`src/rtl/prng_rnd_feeder.sv`:
```
// Collects W-bit PRNG beats into RND-bit randomness entries held in a two-entry ping-pong buffer; each entry is shown to the masked core exactly once.
// Optional build macro RND_FEEDER_ZEROIZE_EN: clear spent or flushed entries and blank rnd_out while nothing valid is held.
module prng_rnd_feeder #(
    parameter int RND = 128,
    parameter int W   = 32
) (
    input  logic           clk,
    input  logic           rst,
    input  logic           prng_out_valid,
    input  logic [W-1:0]   prng_out_rnd,
    output logic           prng_out_ready,
    output logic [RND-1:0] rnd_out,
    output logic           rnd_valid,
    input  logic           rnd_consume,
    input  logic           flush,
    output logic [1:0]     fill_level,
    output logic           underflow
);
    localparam int NBEATS = RND / W;
    localparam int CW     = (NBEATS > 1) ? $clog2(NBEATS) : 1;

    if (RND % W != 0) begin : g_width_check
        $error("prng_rnd_feeder: RND must be a multiple of W");
    end

    logic [RND-1:0] entry_q [2];
    logic [RND-1:0] entry_d [2];
    logic [1:0]     full_q, full_d;
    logic           wr_ptr_q, wr_ptr_d;
    logic           rd_ptr_q, rd_ptr_d;
    logic [CW-1:0]  beat_cnt_q, beat_cnt_d;
    logic           underflow_q, underflow_d;
    logic [1:0]     fill_level_q, fill_level_d;
    logic           ready_en_q;
    logic           accept;
    logic           last_beat;

    // ready_en_q keeps the PRNG stalled until the first edge after reset release.
    assign prng_out_ready = ready_en_q & ~full_q[wr_ptr_q] & ~flush;
    assign accept         = prng_out_valid & prng_out_ready;
    assign last_beat      = (beat_cnt_q == CW'(NBEATS - 1));

    always_comb begin
        entry_d     = entry_q;
        full_d      = full_q;
        wr_ptr_d    = wr_ptr_q;
        rd_ptr_d    = rd_ptr_q;
        beat_cnt_d  = beat_cnt_q;
        underflow_d = underflow_q;
        if (flush) begin
            full_d      = '0;
            wr_ptr_d    = 1'b0;
            rd_ptr_d    = 1'b0;
            beat_cnt_d  = '0;
            underflow_d = 1'b0;
`ifdef RND_FEEDER_ZEROIZE_EN
            entry_d[0]  = '0;
            entry_d[1]  = '0;
`endif
        end else begin
            if (accept) begin
                entry_d[wr_ptr_q][beat_cnt_q*W +: W] = prng_out_rnd;
                if (last_beat) begin
                    beat_cnt_d       = '0;
                    full_d[wr_ptr_q] = 1'b1;
                    wr_ptr_d         = ~wr_ptr_q;
                end else begin
                    beat_cnt_d = beat_cnt_q + 1'b1;
                end
            end
            // A completing write always targets the other entry, so both updates can coexist.
            if (rnd_consume) begin
                if (full_q[rd_ptr_q]) begin
                    full_d[rd_ptr_q] = 1'b0;
                    rd_ptr_d         = ~rd_ptr_q;
`ifdef RND_FEEDER_ZEROIZE_EN
                    entry_d[rd_ptr_q] = '0;
`endif
                end else begin
                    underflow_d = 1'b1;
                end
            end
        end
        fill_level_d = {1'b0, full_d[0]} + {1'b0, full_d[1]};
    end

    always_ff @(posedge clk or posedge rst) begin
        if (rst) begin
            entry_q[0]   <= '0;
            entry_q[1]   <= '0;
            full_q       <= '0;
            wr_ptr_q     <= 1'b0;
            rd_ptr_q     <= 1'b0;
            beat_cnt_q   <= '0;
            underflow_q  <= 1'b0;
            fill_level_q <= '0;
            ready_en_q   <= 1'b0;
        end else begin
            entry_q      <= entry_d;
            full_q       <= full_d;
            wr_ptr_q     <= wr_ptr_d;
            rd_ptr_q     <= rd_ptr_d;
            beat_cnt_q   <= beat_cnt_d;
            underflow_q  <= underflow_d;
            fill_level_q <= fill_level_d;
            ready_en_q   <= 1'b1;
        end
    end

    assign rnd_valid  = full_q[rd_ptr_q];
    assign fill_level = fill_level_q;
    assign underflow  = underflow_q;
`ifdef RND_FEEDER_ZEROIZE_EN
    assign rnd_out = full_q[rd_ptr_q] ? entry_q[rd_ptr_q] : '0;
`else
    assign rnd_out = entry_q[rd_ptr_q];
`endif

endmodule

```
`config.mk`:
```
export PLATFORM = sky130hd
export DESIGN_NAME = prng_rnd_feeder
export DESIGN_NICKNAME = d
export VERILOG_FILES = /design/src/rtl/prng_rnd_feeder.sv
export SDC_FILE = /design/constraint.sdc
export NUM_CORES = 1
export LEC_CHECK = 0
export ABC_AREA = 1
export CAP_MARGIN = 10
export CORE_AREA = 2 2 155 157
export CTS_CLUSTER_SIZE = 24
export DETAILED_ROUTE_END_ITERATION = 8
export DIE_AREA = 0 0 157 159
export HOLD_SLACK_MARGIN = 0.1
export PLACE_DENSITY = 0.8
export SYNTH_ARGS = -nofsm -noshare
export SYNTH_HDL_FRONTEND = slang
export SYNTH_SLANG_ARGS = --single-unit
```
`constraint.sdc`:
```
create_clock -name clk -period 10.65 [get_ports clk]
set_clock_uncertainty 0.05 [all_clocks]
set_input_delay 2.13 -clock clk [delete_from_list [all_inputs] [get_ports clk]]
set_output_delay 2.13 -clock clk [all_outputs]
set_load 0.005 [all_outputs]
```
* Yosys cells after proc, flatten, opt, wreduce, memory -nomap -nowiden
Cells that the tools add are included.
Storage, ports and cells: register bits 266, input port bits 37, output and inout port bits 133, logic and storage cells 78
Operators by class: add/sub/neg operators 3, magnitude comparators 7, equality and inequality tests 2, shifts and indexed selects 2, muxes and demuxes 32, bitwise operators 12, reduce and logical (&&, ||, !) cells 11
Operator list (number):
- $mux 128 | 4
- $bwmux 256 | 1
- $demux 128 s1 | 1
- $shift 32x34->128 const A | 1
- $shiftx 32x34->128 | 1
- $neg 7->34 | 1
- $mux 2 | 9
- $mux 1 | 15
- $reduce_and 2->1 | 4
- $reduce_bool 2->1 | 4
- $ge 2x2->1 const B | 2
- $lt 1x2->1 const B | 2
- $not 1->1 | 4
- $not 1->2 | 2
- $and 1x1->1 | 3
- $logic_and 1x1->1 | 3
- $add 1x1->2 | 1
- $add 2x1->2 const B | 1
- $and 2x2->2 | 1
- $demux 1 s1 | 2
- $eq 2x2->1 const B | 1
- $ge 1x1->1 const B | 2
- $lt 2x1->1 const B | 1
- $ne 2x1->1 const B | 1
- 2 further kinds | 2

* Longest topological paths before layout
depth in word-level cells 13, mapped depth 11

* Worst setup path after synthesis
Ideal clock, no wire load.
path kind input to output, start point in flush, end point out prng_out_ready, arrival time 2.498 ns, data required time 8.470 ns, setup slack 5.972 ns, stages on the path 2, cell sequence nor2_1 -> and3_1
On the way: cells in the longest elaborated chain, start to end 2
Ends and longest elaborated chain:
- start, declared | RTL line 15 | input logic flush,
- $not 1->1 (no line)
- $and 1x1->1 | RTL line 39 | assign prng_out_ready = ready_en_q & ~full_q[wr_ptr_q] & ~flush;
- end, declared | RTL line 11 | output logic prng_out_ready,
Every way passes these cells.

* Final worst setup path
Same ends and word-level chain as after synthesis.

==> summary.txt <==
Power and ir drop
  • Power Density: 151.6 mW/mm^2
  • Seq pwr share: 0.455
  • Switching Share: 0.2431
  • VDD IR max: 0.1137 mV
  • Comb pwr share: 0.105
  • Leak: 7.702 nW
  • Int Pwr: 1.770 mW
  • P_sw: 568.5 uW
  • Clock share of power: 0.440

Critical path
  • Slowest-stage cell, CP: clkdlybuf4s50_1
  • Setup crit end kind: primary output
  • CP Class: input pin to primary output
  • Worst-path fanout max: 3
  • Crit path cell chain: clkdlybuf4s50_1 > nor2_1 > and3_1 > clkdlybuf4s50_1
  • Arrival time worst endpoint: 3.52 ns
  • CP top delay family: buffers and inverters
  • Buf+Inv Stages, Crit Path: 2
  • Crit path launch type: input pin
  • Top cell by count, worst path: clkdlybuf4s50_1
  • Worst path max stage delay: 0.50 ns
  • Critical Path RT: 8.47 ns

Floorplan
  • Initial Util: 0.5464
  • Vert. Die Dim: 159 um
  • IO Pins: 170
  • Die area: 0.02496 mm^2
  • CORE AREA: 0.02319 mm^2
  • Rows: 56
  • Die width: 157 um

STA
  • Hold Fails Final Rpt: 0
  • Achievable Freq: 175.4 MHz
  • Worst-Margin Slew: 1.199 ns
  • TNS Setup: 0 ns
  • Setup violations, final: 0
  • Period utilization: 0.5353
  • Fin crit period: 5.701 ns
  • RSZ-0062 raised after global routing: false
  • Slew Viols, Final: 0
  • Slew margin rel.: 0.1991

Global route
  • First-pass GRT wire length: 56860 um
  • Vias in the first global route: 10556
  • Largest net degree at the start of global routing: 151
  • GR Overflow Total: 0
  • Initial antenna violation count: 1
  • Global-route usage over all layers: 0.2910

Yosys
  • Mapped Cells: 1692
  • Yosys reg bits: 266
  • Synthesized area per cell: 7.489 um^2
  • Synth Net Count: 1735
  • Cell area after synthesis: 0.01267 mm^2
  • YS warnings: 0
  • Yosys cell types: 26
  • Post-synthesis sequential area ratio: 0.5253

Status
  • Status: finished, final reports clean

Clock tree
  • Clock Latency Late Sink: 0.54 ns
  • Clk sinks: 266
  • H-tree depth: 1
  • Total CTS buffers: 28
  • CTS tree: done
  • Clk buf depth: 3
  • CTS resizes: 0
  • CTS Hold Buffers Added: 0
  • Post-CTS Setup Repair Bufs: 0
  • CTS root buffer: clkbuf_16
  • Reg clk slew, reported paths: 0.06 ns

Run
  • Max-Cap Viols: 0

Detailed routing
  • Routed len/inst: 17.05 um
  • Via count: 11397
  • Detailed Routing Iterations Pass 1: 6
  • Via density: 5.326
  • Drt total wl: 36480 um
  • Remaining antenna violation count: 0
  • Starting DRT DRC Count: 1312
  • Post-route DRC: 0

Placed design
  • Dpl hpwl: 22180 um
  • Port Buf Inserts: 169
  • Placer Congestion: 0.8870
  • Inst Count DP: 2087

Finish
  • Area grow syn2layout: 21.74%
  • Layout Cells excl Fill: 2140
  • Commonest non-fill, non-tap cell in the layout: nand2_1
  • Most frequent cells in the layout: nand2_1, o21ai_0, dfrtp_1
  • Nets: 1841
  • Layout cells sized above 1: 0.04121

Hold path
  • Tightest Hold Check Type: flop to flop
-- worst min-delay path: stages, from the launching register on --
cell and delay [ns]:
dfrtp_1 0.34, o21ai_1 0.06, nand2_1 0.05
-- final cells by class --
class                      instances  area (um^2)
timing repair buffer             183         1797
fill                            1969         7765
clock inverter                    12        165.2
antenna                            1        2.502
tap                              319        399.1
clock buffer                      40        807.0
multi-input combinational       1092         4733
inverter                         227        862.1
sequential                       266         6661
-- layer usage --
metal  vias to the layer above  track usage  share of wire
met5                         -            0              0
li1                       5427            -              -
met3                        86      0.05553          0.096
met4                         0       0.1314          0.047
met2                       513       0.4346           0.46
met1                      5371       0.4141           0.40
-- state kept, by name, summed over array words and instances (netlist names) --
register,cells
wr_ptr_q,1
fill_level,2
beat_cnt_q,2
underflow,1
full_q,2
rd_ptr_q,1
entry_q,256
ready_en_q,1
-- metrics by stage --
stage	hold slack, ns	area (um^2)	power, mW	setup WS (ns)	util
detailed placement	0.4189	14450	1.326	4.965	0.6232
global placement	0.4134	14450	1.320	4.975	0.6232
finish	0.4316	15430	2.339	4.949	0.6652
floorplan	0.4010	12670	1.197	1.145	-
global route	0.4485	15430	2.420	4.820	0.6652
CTS	0.4323	15420	2.345	4.953	0.6651
-- synthesized netlist by cell type --
cell	n	area share
nand2_1	637	0.19
o21ai_0	293	0.12
dfrtp_1	266	0.53
inv_1	225	0.067
clkbuf_1	76	0.023
nor3_1	65	0.026
nor2_1	43	0.013
o21ai_1	21	0.0083
buf_2	15	0.0059
nand3_1	11	0.0043
buf_1	10	0.0030
ha_1	6	0.0059
buf_4	5	0.0030
a21oi_1	3	0.0012
nand4_2	3	0.0030
inv_2	2	0.00059
nor2_4	2	0.0018
and3_1	1	0.00049
clkbuf_2	1	0.00039
conb_1	1	0.00030
nand2_4	1	0.00089
nand4_1	1	0.00049
nand4_4	1	0.0017
nor2_2	1	0.00049
o21a_1	1	0.00059
o22ai_1	1	0.00049
-- cell families (layout without fill, tap and decap cells) --
kind of cell	Yosys count	in the layout	share of synthesized area
AOI/OAI and AO/OA	319	319	0.1263
adders and majority gates	6	6	0.005924
buffers and inverters	334	462	0.1020
DFF	266	266	0.5253
other	1	2	0.0002959
and+or+nand+nor	766	766	0.2402
-- power groups by stage --
stage / Clock [mW] / Combinational [mW] / Sequential, mW
CTS: 1.04 / 0.246 / 1.06
global route: 1.08 / 0.272 / 1.07
floorplan: 0 / 0.119 / 1.08
detailed placement: 0 / 0.244 / 1.08
global placement: 0 / 0.239 / 1.08
finish: 1.03 / 0.245 / 1.06
-- path summary, 6_finish.rpt --
path / cells after the start / endpoint / startpoint / slack [ns]
worst max-delay path: 4 / prng_out_ready / flush / 4.95
worst min-delay path: 2 / entry_q[94]$_DFFE_PP0P_ / entry_q[94]$_DFFE_PP0P_ / 0.43
worst max register to register: 6 / fill_level[1]$_DFF_PP0_ / wr_ptr_q$_DFFE_PP0P_ / 7.72
worst min register to register: 2 / entry_q[94]$_DFFE_PP0P_ / entry_q[94]$_DFFE_PP0P_ / 0.43
max in group asynchronous: 3 / entry_q[203]$_DFFE_PP0P_ / rst / 6.95
min in group asynchronous: 2 / entry_q[32]$_DFFE_PP0P_ / rst / 2.21
No activity file was read; power rests on OpenSTA's default activity.
